`src/rtl/vc_router_pkg.sv`:
```
// rtl/vc_router_pkg.sv - shared types and width helpers for the VC switch-allocation request tracker
//   vc_state_e    : per input VC binding state (IDLE, ACTIVE)
//   idx_width()   : bits needed to index n entries (at least 1)
//   credit_width(): bits needed to count 0..depth
package vc_router_pkg;

  typedef enum logic {
    IDLE   = 1'b0,
    ACTIVE = 1'b1
  } vc_state_e;

  function automatic int idx_width(input int n);
    return (n > 1) ? $clog2(n) : 1;
  endfunction

  function automatic int credit_width(input int depth);
    return $clog2(depth + 1);
  endfunction

endpackage

```
`src/rtl/rr_vc_select.sv`:
```
// rtl/rr_vc_select.sv - round-robin pick of one requesting VC within an input port
//   clk, rst_n : clock, synchronous active-low reset
//   req        : [NUM_VC] ready VCs of this port
//   advance    : the presented selection was granted this cycle
//   adv_sel    : [NUM_VC] one-hot selection that was granted
//   gnt        : [NUM_VC] one-hot pick (zero when no request)
module rr_vc_select
  import vc_router_pkg::*;
#(
  parameter int NUM_VC = 2
) (
  input  logic              clk,
  input  logic              rst_n,
  input  logic [NUM_VC-1:0] req,
  input  logic              advance,
  input  logic [NUM_VC-1:0] adv_sel,
  output logic [NUM_VC-1:0] gnt
);

  localparam int PW = idx_width(NUM_VC);

  logic [PW-1:0] ptr_q;
  logic [PW-1:0] ptr_d;
  logic          found;

  // Scan from the pointer position, wrapping, and take the first request.
  always_comb begin
    gnt   = '0;
    found = 1'b0;
    for (int k = 0; k < NUM_VC; k++) begin
      for (int v = 0; v < NUM_VC; v++) begin
        if (!found && req[v] && (v == ((int'(ptr_q) + k) % NUM_VC))) begin
          gnt[v] = 1'b1;
          found  = 1'b1;
        end
      end
    end
  end

  // The pointer follows the granted selection, which in the registered
  // build is not the same as the current combinational pick.
  always_comb begin
    ptr_d = ptr_q;
    if (advance) begin
      for (int v = 0; v < NUM_VC; v++) begin
        if (adv_sel[v]) begin
          ptr_d = PW'((v + 1) % NUM_VC);
        end
      end
    end
  end

  always_ff @(posedge clk) begin
    if (!rst_n) begin
      ptr_q <= '0;
    end else begin
      ptr_q <= ptr_d;
    end
  end

endmodule

```
`src/rtl/vc_sa_req_tracker.sv`:
```
// rtl/vc_sa_req_tracker.sv - tracks VC bindings and credits, raises per-port switch allocation requests
//   clk, rst_n    : clock, synchronous active-low reset
//   vc_grants     : [N][N] row i one-hot new binding of input VC i to output VC j
//   flit_valid    : [N] input VC buffer non-empty
//   flit_is_tail  : [N] head flit of input VC is a tail
//   sa_grant      : [NUM_PORTS] input port's presented request won switch allocation
//   credit_return : [N] one credit back for output VC j
//   port_req      : [NUM_PORTS][NUM_PORTS] one-hot requested output port per input port
//   sel_vc        : [NUM_PORTS][NUM_VC] one-hot VC behind port_req
//   err           : sticky protocol error
//   Macro VC_SA_REQ_REG_EN: register port_req/sel_vc (one-cycle latency).
module vc_sa_req_tracker
  import vc_router_pkg::*;
#(
  parameter int NUM_PORTS = 2,
  parameter int NUM_VC    = 2,
  parameter int BUF_DEPTH = 4
) (
  input  logic                                           clk,
  input  logic                                           rst_n,
  input  logic [NUM_PORTS*NUM_VC-1:0][NUM_PORTS*NUM_VC-1:0] vc_grants,
  input  logic [NUM_PORTS*NUM_VC-1:0]                    flit_valid,
  input  logic [NUM_PORTS*NUM_VC-1:0]                    flit_is_tail,
  input  logic [NUM_PORTS-1:0]                           sa_grant,
  input  logic [NUM_PORTS*NUM_VC-1:0]                    credit_return,
  output logic [NUM_PORTS-1:0][NUM_PORTS-1:0]            port_req,
  output logic [NUM_PORTS-1:0][NUM_VC-1:0]               sel_vc,
  output logic                                           err
);

  localparam int N  = NUM_PORTS * NUM_VC;
  localparam int IW = idx_width(N);
  localparam int CW = credit_width(BUF_DEPTH);

  vc_state_e     state_q  [N];
  vc_state_e     state_d  [N];
  logic [IW-1:0] bound_q  [N];
  logic [IW-1:0] bound_d  [N];
  logic [CW-1:0] credit_q [N];
  logic [CW-1:0] credit_d [N];
  logic          err_q;
  logic          err_d;

  logic [N-1:0]                          ready;
  logic [N-1:0]                          sent;
  logic [N-1:0]                          dec;
  logic [NUM_PORTS-1:0][NUM_VC-1:0]      sel_c;
  logic [NUM_PORTS-1:0][NUM_VC-1:0]      sel_eff;
  logic [NUM_PORTS-1:0][NUM_PORTS-1:0]   req_c;
  logic [NUM_PORTS-1:0]                  gacc;

  always_comb begin
    for (int i = 0; i < N; i++) begin
      ready[i] = (state_q[i] == ACTIVE) && flit_valid[i] && (credit_q[bound_q[i]] != '0);
    end
  end

  for (genvar p = 0; p < NUM_PORTS; p++) begin : g_port
    rr_vc_select #(
      .NUM_VC (NUM_VC)
    ) u_rr (
      .clk     (clk),
      .rst_n   (rst_n),
      .req     (ready[p*NUM_VC +: NUM_VC]),
      .advance (gacc[p]),
      .adv_sel (sel_eff[p]),
      .gnt     (sel_c[p])
    );
  end

  // Output port of the picked VC is its bound output VC divided by NUM_VC.
  always_comb begin
    req_c = '0;
    for (int p = 0; p < NUM_PORTS; p++) begin
      for (int v = 0; v < NUM_VC; v++) begin
        for (int q = 0; q < NUM_PORTS; q++) begin
          if (sel_c[p][v] && ((int'(bound_q[p*NUM_VC+v]) / NUM_VC) == q)) begin
            req_c[p][q] = 1'b1;
          end
        end
      end
    end
  end

`ifdef VC_SA_REQ_REG_EN
  logic [NUM_PORTS-1:0][NUM_PORTS-1:0] port_req_q;
  logic [NUM_PORTS-1:0][NUM_VC-1:0]    sel_vc_q;

  // A granted port shows nothing next cycle: the registered pick would be
  // stale relative to the credit/state update the grant just caused.
  always_ff @(posedge clk) begin
    if (!rst_n) begin
      port_req_q <= '0;
      sel_vc_q   <= '0;
    end else begin
      for (int p = 0; p < NUM_PORTS; p++) begin
        port_req_q[p] <= gacc[p] ? '0 : req_c[p];
        sel_vc_q[p]   <= gacc[p] ? '0 : sel_c[p];
      end
    end
  end

  assign sel_eff  = sel_vc_q;
  assign port_req = port_req_q;
  assign sel_vc   = sel_vc_q;
`else
  assign sel_eff  = sel_c;
  assign port_req = req_c;
  assign sel_vc   = sel_c;
`endif

  // A grant only counts against a non-empty presented selection.
  always_comb begin
    sent = '0;
    for (int p = 0; p < NUM_PORTS; p++) begin
      gacc[p] = sa_grant[p] && (sel_eff[p] != '0);
      for (int v = 0; v < NUM_VC; v++) begin
        sent[p*NUM_VC+v] = gacc[p] && sel_eff[p][v];
      end
    end
  end

  always_comb begin
    for (int j = 0; j < N; j++) begin
      dec[j] = 1'b0;
      for (int i = 0; i < N; i++) begin
        if (sent[i] && (bound_q[i] == IW'(j))) begin
          dec[j] = 1'b1;
        end
      end
    end
  end

  always_comb begin
    err_d = err_q;
    for (int i = 0; i < N; i++) begin
      logic [N-1:0]  g;
      logic          g_nz;
      logic          g_one;
      logic [IW-1:0] g_idx;
      logic          tail_sent;
      g         = vc_grants[i];
      g_nz      = (g != '0);
      g_one     = ($countones(g) == 1);
      g_idx     = '0;
      tail_sent = sent[i] && flit_is_tail[i];
      for (int j = 0; j < N; j++) begin
        if (g[j]) begin
          g_idx = IW'(j);
        end
      end
      state_d[i] = state_q[i];
      bound_d[i] = bound_q[i];
      if (state_q[i] == IDLE) begin
        if (g_one) begin
          state_d[i] = ACTIVE;
          bound_d[i] = g_idx;
        end else if (g_nz) begin
          err_d = 1'b1;
        end
      end else if (tail_sent) begin
        // Tail leaves this cycle; a clean grant rebinds without passing IDLE.
        if (g_one) begin
          bound_d[i] = g_idx;
        end else begin
          state_d[i] = IDLE;
          if (g_nz) begin
            err_d = 1'b1;
          end
        end
      end else if (g_nz) begin
        err_d = 1'b1;
      end
    end

    for (int j = 0; j < N; j++) begin
      credit_d[j] = credit_q[j];
      if (dec[j] && !credit_return[j]) begin
        if (credit_q[j] != '0) begin
          credit_d[j] = credit_q[j] - CW'(1);
        end
      end else if (credit_return[j] && !dec[j]) begin
        if (credit_q[j] == CW'(BUF_DEPTH)) begin
          err_d = 1'b1;
        end else begin
          credit_d[j] = credit_q[j] + CW'(1);
        end
      end
    end
  end

  always_ff @(posedge clk) begin
    if (!rst_n) begin
      for (int i = 0; i < N; i++) begin
        state_q[i]  <= IDLE;
        bound_q[i]  <= '0;
        credit_q[i] <= CW'(BUF_DEPTH);
      end
      err_q <= 1'b0;
    end else begin
      for (int i = 0; i < N; i++) begin
        state_q[i]  <= state_d[i];
        bound_q[i]  <= bound_d[i];
        credit_q[i] <= credit_d[i];
      end
      err_q <= err_d;
    end
  end

  assign err = err_q;

endmodule
```
`config.mk`:
```
export PLATFORM = sky130hd
export DESIGN_NAME = vc_sa_req_tracker
export DESIGN_NICKNAME = d
export VERILOG_FILES = /design/src/rtl/vc_router_pkg.sv /design/src/rtl/rr_vc_select.sv /design/src/rtl/vc_sa_req_tracker.sv
export SDC_FILE = /design/constraint.sdc
export NUM_CORES = 1
export LEC_CHECK = 0
export BUFFER_PORTS_ARGS = -buffer_cell sky130_fd_sc_hd__buf_2
export CORE_UTILIZATION = 60
export CTS_CLUSTER_DIAMETER = 100
export DETAILED_ROUTE_END_ITERATION = 8
export PLACE_DENSITY = 0.85
export SETUP_SLACK_MARGIN = 0.2
export SYNTH_ARGS = -nofsm -noshare
export SYNTH_HDL_FRONTEND = slang
export SYNTH_SLANG_ARGS = --single-unit
```
`constraint.sdc`:
```
create_clock -name clk -period 5.3 [get_ports clk]
set_input_delay 0.53 -clock clk [delete_from_list [all_inputs] [get_ports clk]]
set_output_delay 0.53 -clock clk [all_outputs]
set_load 0.03 [all_outputs]
```
==> flow_results.xml, run 1 <==
<?xml version="1.0" encoding="UTF-8"?>
<metrics>
  <group name="place">
    <metric name="dp_cells" unit="">372</metric>
    <metric name="placer_congestion" unit="">0.879</metric>
    <metric name="port_buffers" unit="">40</metric>
    <metric name="dp.final_hpwl" unit="mm">4.09</metric>
  </group>
  <group name="yosys">
    <metric name="synth-edff-count" unit="">0</metric>
    <metric name="yosysSeqAreaShare" unit="">0.236</metric>
    <metric name="synth_compound_area_frac" unit="">0.257</metric>
    <metric name="synth_adder_area_share" unit="">0.179</metric>
    <metric name="fraction_of_synthesized_cell_area_in_xor_and_xnor_cells" unit="">0.0306</metric>
    <metric name="synth_top_cell_by_area" unit="">sky130_fd_sc_hd__dfxtp_1</metric>
    <metric name="synthesis.area_per_instance" unit="µm²">7.90</metric>
    <metric name="post_synth_inst_count" unit="">290</metric>
    <metric name="synth_flop_cell" unit="">sky130_fd_sc_hd__dfxtp_1</metric>
    <metric name="syn_nets" unit="">350</metric>
    <metric name="asyncSetResetFlopFracSynth" unit="">0</metric>
    <metric name="synth.cell_area" unit="µm²">2290</metric>
    <metric name="post_synth_and_or_nand_nor_area_fraction" unit="">0.204</metric>
    <metric name="synth_seq_cells" unit="">27</metric>
    <metric name="synth_warnings" unit="">0</metric>
    <metric name="cells_taking_the_most_area_after_synthesis" unit="">sky130_fd_sc_hd__dfxtp_1 24%, sky130_fd_sc_hd__ha_1 11%, sky130_fd_sc_hd__inv_1 7.5%</metric>
    <metric name="post_synth_mux_area_share" unit="">0.00437</metric>
    <metric name="yosysTopAreaCellShare" unit="">0.236</metric>
    <metric name="post_synth_most_frequent_cells" unit="">46 x sky130_fd_sc_hd__inv_1, 33 x sky130_fd_sc_hd__nor2_1, 27 x sky130_fd_sc_hd__dfxtp_1, 21 x sky130_fd_sc_hd__a21oi_1, 20 x sky130_fd_sc_hd__ha_1</metric>
    <metric name="synth_top_family_by_area" unit="">compound AO/OA/AOI/OAI gates</metric>
    <metric name="synthDistinctLibCells" unit="">46</metric>
    <metric name="most_frequently_used_cell_type_in_the_post_synthesis_netlist" unit="">sky130_fd_sc_hd__inv_1</metric>
  </group>
  <group name="routing">
    <metric name="total_number_of_vias" unit="">2216</metric>
    <metric name="iteration_count_of_the_initial_detailed_routing_pass" unit="">5</metric>
    <metric name="drcViolationCount" unit="">0</metric>
    <metric name="antenna_violating_nets_post_route" unit="">0</metric>
    <metric name="detail_route.wl_per_cell" unit="µm">13.9</metric>
    <metric name="totalWireLength" unit="mm">5.23</metric>
    <metric name="viasPerCell" unit="">5.89</metric>
    <metric name="dr.first_iter.drc_count" unit="">143</metric>
  </group>
  <group name="worst_setup_path">
    <metric name="cpLargestDelayFamily" unit="">compound AO/OA/AOI/OAI gates</metric>
    <metric name="timing.critical_path.from_type" unit="">flop</metric>
    <metric name="timing.critical_path.fanout_max" unit="">6</metric>
    <metric name="timing.setup.critical_path_class" unit="">reg2reg</metric>
    <metric name="nature_of_the_critical_path_endpoint" unit="">flop</metric>
    <metric name="timing.critical_path.cells" unit="">or3_2 &gt; o211ai_1 &gt; nor4_1 &gt; or2_1 &gt; o32ai_1 &gt; a22o_1 &gt; ha_1 &gt; inv_1 &gt; and4_1 &gt; nor3_1 &gt; o2111ai_1 &gt; o41a_1</metric>
    <metric name="critPathBufInv" unit="">1</metric>
    <metric name="crit_slowest_cell" unit="">sky130_fd_sc_hd__or3_2</metric>
    <metric name="critical_path_arrival" unit="ns">3.72</metric>
    <metric name="worst_path_required" unit="ns">5.48</metric>
    <metric name="max_stage_delay" unit="ns">0.55</metric>
  </group>
  <group name="grt">
    <metric name="global_route_wire_length_before_repair" unit="mm">9.20</metric>
    <metric name="grt_overflow" unit="">0</metric>
    <metric name="grt_pass1_vias" unit="">2127</metric>
    <metric name="grt_max_degree" unit="">23</metric>
    <metric name="track_usage" unit="">0.281</metric>
    <metric name="initial_antenna_violation_count" unit="">0</metric>
  </group>
  <group name="cts">
    <metric name="clock_latency" unit="ns">0.28</metric>
    <metric name="cts_max_path_bufs" unit="">2</metric>
    <metric name="tritoncts_clock_tree" unit="">done</metric>
    <metric name="path_clk_slew" unit="ns">0.11</metric>
    <metric name="cts-hold-fix-buffers" unit="">0</metric>
    <metric name="cts_inserted_buffers" unit="">3</metric>
    <metric name="post-cts-setup-buffers" unit="">0</metric>
    <metric name="cts_repair_resize_count" unit="">0</metric>
    <metric name="clock-root-buffer" unit="">sky130_fd_sc_hd__clkbuf_8</metric>
    <metric name="clk_sinks" unit="">27</metric>
    <metric name="h-tree-depth" unit="">1</metric>
  </group>
  <group name="floorplan">
    <metric name="dieArea" unit="µm²">4070</metric>
    <metric name="rows" unit="">22</metric>
    <metric name="dieHeight" unit="µm">63.8</metric>
    <metric name="io_pins" unit="">41</metric>
    <metric name="std_cell_core_area" unit="µm²">3660</metric>
    <metric name="die_width" unit="µm">63.8</metric>
    <metric name="initial_core_util" unit="">0.625</metric>
  </group>
  <group name="pwr">
    <metric name="static-leakage-power" unit="nW">1.09</metric>
    <metric name="ir_drop" unit="mV">0.128</metric>
    <metric name="pwr_density_cell" unit="nW/µm²">217</metric>
  </group>
  <group name="min_path">
    <metric name="hold_wc_path_type" unit="">in2reg</metric>
  </group>
  <group name="sta">
    <metric name="final.setup_skew" unit="ns">0.00684</metric>
    <metric name="fmaxAchievable" unit="GHz">0.283</metric>
    <metric name="slew_viol_final" unit="">0</metric>
    <metric name="fin_crit" unit="ns">3.54</metric>
    <metric name="setup-tns-final" unit="ns">0</metric>
    <metric name="timing.final.crit_share" unit="">0.667</metric>
    <metric name="setup-violations-final" unit="">0</metric>
    <metric name="rsz_0062_raised_after_global_routing" unit="">no</metric>
    <metric name="timing_hold_violations_final" unit="">0</metric>
    <metric name="worst_pin_slew" unit="ns">0.704</metric>
    <metric name="slew-limit-headroom" unit="">0.530</metric>
  </group>
  <group name="final_layout">
    <metric name="area_growth_syn_to_layout" unit="%">12.2</metric>
    <metric name="final_cell_count_no_fill" unit="">376</metric>
    <metric name="nets_final" unit="">389</metric>
    <metric name="n_antenna_cell" unit="">0</metric>
    <metric name="drive_gt1_frac" unit="">0.168</metric>
  </group>
  <group name="run">
    <metric name="maxCapViolCount" unit="">0</metric>
  </group>
  <group name="run_status">
    <metric name="status" unit="">complete, no violations</metric>
  </group>
</metrics>
-- layout make-up --
type	count	area (µm²)
well taps	48	60.1
clock buffers	3	41.3
repair buffers	40	200
flip-flops and latches	27	541
fillers	316	1090
multi-input cells	211	1550
clock inverters	1	7.51
inverters	46	173
-- through the flow --
step | worst slack, ns | hold slack (ns) | utilization | cell area, µm² | power (mW)
final | 1.76 | 0.489 | 0.702 | 2570 | 0.559
after floorplan | 2.10 | 0.451 | - | 2290 | 0.382
after detailed placement | 1.83 | 0.488 | 0.688 | 2520 | 0.432
after CTS | 1.80 | 0.496 | 0.702 | 2570 | 0.556
after global placement | 1.91 | 0.470 | 0.688 | 2520 | 0.428
after global routing | 1.58 | 0.488 | 0.702 | 2570 | 0.595
-- kinds of logic after synthesis --
group | Yosys count
buffers and inverters | 52
AO/OA/AOI/OAI | 82
AND/OR/NAND/NOR | 92
flip-flops | 27
multiplexers | 1
adder cells (fa/ha/maj) | 28
XOR/XNOR | 8
-- power by group --
group          switching (mW)  internal (mW)  total [mW]
clock network          0.0737         0.0536       0.127
registers              0.0261          0.220       0.246
logic                   0.109         0.0765       0.185
total                   0.208          0.350       0.559
-- cell usage in the layout, fill, tap and decap left out, drive strengths merged, types with 6 or more instances in the layout --
master  synthesis  routed
a21oi          21      21
a22o            6       6
a311oi          7       7
buf             1      40
dfxtp          27      27
fa              8       8
ha             20      20
inv            46      46
nand2          16      16
nand2b          7       7
nand3           6       6
nor2           33      33
o21ai           8       8
o22ai          10      10
or3            10      10
xor2            8       8
-- registers in the layout (all words and copies together) (netlist names) --
register / flops
credit_q: 12
state_q: 4
err: 1
bound_q: 8
g_port.u_rr.ptr_q: 2
-- worst paths after layout --
| path | startpoint | slack (ns) | to | cells after the start |
|---|---|---|---|---|
| worst max register to register | credit_q[1][2] | 1.76 | err | 12 |
| worst min register to register | g_port[1].u_rr.ptr_q | 0.51 | g_port[1].u_rr.ptr_q | 1 |
| worst max-delay path | credit_q[1][2] | 1.76 | err | 12 |
| worst min-delay path | rst_n | 0.49 | credit_q[3][2] | 2 |
-- metal layers --
metal	share of wire	track usage
met1	0.45	0.349
met2	0.48	0.495
met3	0.044	0.0250
met4	0.026	0.119
met5	0	0
Note: power is estimated with default switching activity, not from simulation.
==> inputs of run 2 (changes only) <==
--- a/config.mk
+++ b/config.mk
@@ -5,11 +5,12 @@
 export SDC_FILE = /design/constraint.sdc
 export NUM_CORES = 1
 export LEC_CHECK = 0
+export ABC_AREA = 1
 export BUFFER_PORTS_ARGS = -buffer_cell sky130_fd_sc_hd__buf_2
-export CORE_UTILIZATION = 60
+export CORE_UTILIZATION = 57
 export CTS_CLUSTER_DIAMETER = 100
 export DETAILED_ROUTE_END_ITERATION = 8
-export PLACE_DENSITY = 0.85
+export PLACE_DENSITY = 0.81
 export SETUP_SLACK_MARGIN = 0.2
 export SYNTH_ARGS = -nofsm -noshare
 export SYNTH_HDL_FRONTEND = slang
==> constraint.sdc (replaced) <==
create_clock -name clk -period 3.45 [get_ports clk]
set_input_delay 0.345 -clock clk [delete_from_list [all_inputs] [get_ports clk]]
set_output_delay 0.345 -clock clk [all_outputs]
set_load 0.03 [all_outputs]
==> flow_results.xml, run 2 <==
<?xml version="1.0" encoding="UTF-8"?>
<metrics>
  <group name="run_status">
    <metric name="status" unit="">complete, no violations</metric>
  </group>
  <group name="yosys">
    <metric name="synth_top_cell_by_area" unit="">sky130_fd_sc_hd__dfxtp_1</metric>
    <metric name="asyncSetResetFlopFracSynth" unit="">0</metric>
    <metric name="synth_warnings" unit="">0</metric>
    <metric name="synth_flop_cell" unit="">sky130_fd_sc_hd__dfxtp_1</metric>
    <metric name="synthesis.area_per_instance" unit="µm²">6.55</metric>
    <metric name="synthDistinctLibCells" unit="">33</metric>
    <metric name="yosysSeqAreaShare" unit="">0.219</metric>
    <metric name="cells_taking_the_most_area_after_synthesis" unit="">sky130_fd_sc_hd__dfxtp_1 22%, sky130_fd_sc_hd__inv_1 12%, sky130_fd_sc_hd__nand2_1 12%</metric>
    <metric name="synth_seq_cells" unit="">27</metric>
    <metric name="post_synth_inst_count" unit="">377</metric>
    <metric name="yosysTopAreaCellShare" unit="">0.219</metric>
    <metric name="post_synth_most_frequent_cells" unit="">79 x sky130_fd_sc_hd__inv_1, 77 x sky130_fd_sc_hd__nand2_1, 27 x sky130_fd_sc_hd__dfxtp_1, 27 x sky130_fd_sc_hd__nor2_1, 25 x sky130_fd_sc_hd__a21oi_1</metric>
    <metric name="most_frequently_used_cell_type_in_the_post_synthesis_netlist" unit="">sky130_fd_sc_hd__inv_1</metric>
    <metric name="syn_nets" unit="">437</metric>
    <metric name="synth.cell_area" unit="µm²">2470</metric>
    <metric name="synth-edff-count" unit="">0</metric>
  </group>
  <group name="cts">
    <metric name="cts-hold-fix-buffers" unit="">0</metric>
    <metric name="path_clk_slew" unit="ns">0.11</metric>
    <metric name="h-tree-depth" unit="">1</metric>
    <metric name="clk_sinks" unit="">27</metric>
    <metric name="post-cts-setup-buffers" unit="">0</metric>
    <metric name="tritoncts_clock_tree" unit="">done</metric>
    <metric name="clock-root-buffer" unit="">sky130_fd_sc_hd__clkbuf_8</metric>
    <metric name="clock_latency" unit="ns">0.29</metric>
    <metric name="cts_max_path_bufs" unit="">2</metric>
    <metric name="cts_repair_resize_count" unit="">0</metric>
    <metric name="cts_inserted_buffers" unit="">3</metric>
  </group>
  <group name="final_layout">
    <metric name="nets_final" unit="">479</metric>
    <metric name="largest_registers" unit="">credit_q (12), bound_q (8), state_q (4)</metric>
    <metric name="largest_reg_flops" unit="">12</metric>
    <metric name="final_util" unit="">0.677</metric>
    <metric name="drive_gt1_frac" unit="">0.230</metric>
    <metric name="n_antenna_cell" unit="">0</metric>
    <metric name="area_growth_syn_to_layout" unit="%">11.9</metric>
    <metric name="most-common-layout-cells" unit="">79 x sky130_fd_sc_hd__inv_1, 77 x sky130_fd_sc_hd__nand2_1, 40 x sky130_fd_sc_hd__buf_2, 27 x sky130_fd_sc_hd__nor2_1, 27 x sky130_fd_sc_hd__dfxtp_1</metric>
    <metric name="registers.top_by_ff_count" unit="">credit_q</metric>
    <metric name="final_common_cell" unit="">sky130_fd_sc_hd__inv_1</metric>
  </group>
  <group name="sta">
    <metric name="fmaxAchievable" unit="GHz">0.355</metric>
    <metric name="fin_crit" unit="ns">2.81</metric>
    <metric name="final.setup_skew" unit="ns">0.00735</metric>
    <metric name="worst_pin_slew" unit="ns">0.527</metric>
    <metric name="timing_hold_violations_final" unit="">0</metric>
    <metric name="timing.final.crit_share" unit="">0.816</metric>
    <metric name="slew-limit-headroom" unit="">0.648</metric>
    <metric name="setup-violations-final" unit="">0</metric>
    <metric name="setup-tns-final" unit="ns">0</metric>
    <metric name="slew_viol_final" unit="">0</metric>
    <metric name="rsz_0062_raised_after_global_routing" unit="">no</metric>
  </group>
  <group name="routing">
    <metric name="totalWireLength" unit="mm">5.00</metric>
    <metric name="antenna_violating_nets_post_route" unit="">0</metric>
    <metric name="dr.first_iter.drc_count" unit="">88</metric>
    <metric name="total_number_of_vias" unit="">2244</metric>
    <metric name="iteration_count_of_the_initial_detailed_routing_pass" unit="">4</metric>
    <metric name="drcViolationCount" unit="">0</metric>
    <metric name="detail_route.wl_per_cell" unit="µm">10.7</metric>
    <metric name="viasPerCell" unit="">4.79</metric>
  </group>
  <group name="worst_setup_path">
    <metric name="timing.setup.critical_path_class" unit="">reg2reg</metric>
    <metric name="timing.critical_path.to" unit="">credit_q[3][1]</metric>
    <metric name="worst_reg2reg_setup_slack" unit="ns">0.64</metric>
    <metric name="reg2reg_from" unit="">bound_q[3][1]</metric>
    <metric name="timing.critical_path.fanout_max" unit="">8</metric>
    <metric name="crit-reg2reg-capture" unit="">credit_q[3][1]</metric>
    <metric name="ff2ff_path_depth" unit="">16</metric>
    <metric name="worst_path_required" unit="ns">3.67</metric>
    <metric name="critical_path_arrival" unit="ns">3.04</metric>
    <metric name="critPathLaunch" unit="">bound_q[3][1]</metric>
    <metric name="nature_of_the_critical_path_endpoint" unit="">flop</metric>
    <metric name="timing.critical_path.from_type" unit="">flop</metric>
  </group>
  <group name="pwr">
    <metric name="power_report.internal_total" unit="µW">693</metric>
    <metric name="ir_drop" unit="mV">0.266</metric>
    <metric name="seq_power_share" unit="">0.351</metric>
    <metric name="power.switching_fraction" unit="">0.456</metric>
    <metric name="power_frac_clock" unit="">0.159</metric>
    <metric name="static-leakage-power" unit="nW">1.51</metric>
    <metric name="power_frac_comb" unit="">0.490</metric>
    <metric name="p_switching" unit="µW">580</metric>
    <metric name="pwr_density_cell" unit="nW/µm²">461</metric>
  </group>
  <group name="floorplan">
    <metric name="std_cell_core_area" unit="µm²">4090</metric>
    <metric name="dieArea" unit="µm²">4600</metric>
    <metric name="io_pins" unit="">41</metric>
    <metric name="dieHeight" unit="µm">67.8</metric>
    <metric name="initial_core_util" unit="">0.605</metric>
    <metric name="die_width" unit="µm">67.8</metric>
    <metric name="rows" unit="">23</metric>
  </group>
  <group name="grt">
    <metric name="track_usage" unit="">0.246</metric>
    <metric name="initial_antenna_violation_count" unit="">0</metric>
    <metric name="grt_overflow" unit="">0</metric>
    <metric name="grt_pass1_vias" unit="">2096</metric>
    <metric name="grt_max_degree" unit="">18</metric>
    <metric name="global_route_wire_length_before_repair" unit="mm">8.70</metric>
  </group>
  <group name="place">
    <metric name="port_buffers" unit="">40</metric>
    <metric name="dp.final_hpwl" unit="mm">4.15</metric>
    <metric name="placer_congestion" unit="">0.805</metric>
  </group>
  <group name="min_path">
    <metric name="hold_wc_path_type" unit="">in2reg</metric>
  </group>
  <group name="run">
    <metric name="maxCapViolCount" unit="">0</metric>
  </group>
</metrics>
## run 2: layout make-up
| type | instances | area [µm²] |
|---|---|---|
| Clock buffer | 3 | 41.3 |
| Clock inverter | 1 | 8.76 |
| Fill cell | 368 | 1320 |
| Inverter | 94 | 353 |
| Multi-Input combinational cell | 253 | 1560 |
| Sequential cell | 27 | 541 |
| Tap cell | 50 | 62.6 |
| Timing Repair Buffer | 40 | 200 |
## run 2: how the worst min path moves through the flow
stage | start | end | slack (ns) | cells after the start
3_3_place_gp | g_port[1].u_rr.ptr_q | g_port[1].u_rr.ptr_q | 0.47 | 2
5_1_grt | flit_is_tail[0] | state_q[0] | 0.40 | 4
3_5_place_dp | g_port[1].u_rr.ptr_q | g_port[1].u_rr.ptr_q | 0.48 | 2
6_report | flit_is_tail[0] | state_q[0] | 0.38 | 4
2_1_floorplan | g_port[1].u_rr.ptr_q | g_port[1].u_rr.ptr_q | 0.45 | 2
4_1_cts | flit_is_tail[0] | state_q[0] | 0.38 | 4
## run 2: per-layer routing
layer	global-route usage	part of all wire	vias to the layer above
met5	0	0	-
met4	0.0521	0.0092	0
met3	0.0250	0.044	5
met2	0.429	0.47	51
met1	0.326	0.48	958
li1	-	-	1230
## run 2: critical path, cell delays in order (launching register included)
cell                      delay [ns]
sky130_fd_sc_hd__dfxtp_1        0.52
sky130_fd_sc_hd__inv_2          0.08
sky130_fd_sc_hd__nor2_1         0.10
sky130_fd_sc_hd__nand2_1        0.10
sky130_fd_sc_hd__nand4_1        0.12
sky130_fd_sc_hd__nand3_1        0.11
sky130_fd_sc_hd__nand2_2        0.09
sky130_fd_sc_hd__inv_1          0.06
sky130_fd_sc_hd__nand2_1        0.11
sky130_fd_sc_hd__nor2_1         0.07
sky130_fd_sc_hd__nor3_2         0.25
sky130_fd_sc_hd__inv_2          0.05
sky130_fd_sc_hd__ha_1           0.19
sky130_fd_sc_hd__inv_1          0.09
sky130_fd_sc_hd__fa_1           0.41
sky130_fd_sc_hd__or2_2          0.30
sky130_fd_sc_hd__a21oi_1        0.12
## run 2: logic make-up (layout without fill, tap and decap cells)
family / after synthesis / in the layout / synth area share
compound gates: 57 / 57 / 0.121
xor+xnor: 6 / 6 / 0.0213
fa+ha+maj: 28 / 28 / 0.166
buf+inv: 97 / 138 / 0.150
flops: 27 / 27 / 0.219
simple gates: 162 / 162 / 0.323
## run 2: power by group through the flow
stage               Combinational (mW)  Sequential, mW  Clock, mW
floorplan                        0.503           0.440          0
global placement                 0.611           0.452          0
detailed placement               0.624           0.454          0
CTS                              0.628           0.447      0.203
global route                     0.728           0.460      0.215
finish                           0.625           0.447      0.202
## run 2: stage by stage
step	total power [mW]	instances	hold slack [ns]	area, µm²	setup WS [ns]
after detailed placement	1.08	464	0.475	2720	0.635
after global placement	1.06	464	0.470	2720	0.724
after global routing	1.40	468	0.400	2770	0.229
after floorplan	0.942	377	0.453	2470	0.911
after CTS	1.28	468	0.384	2770	0.619
final	1.27	468	0.379	2770	0.635
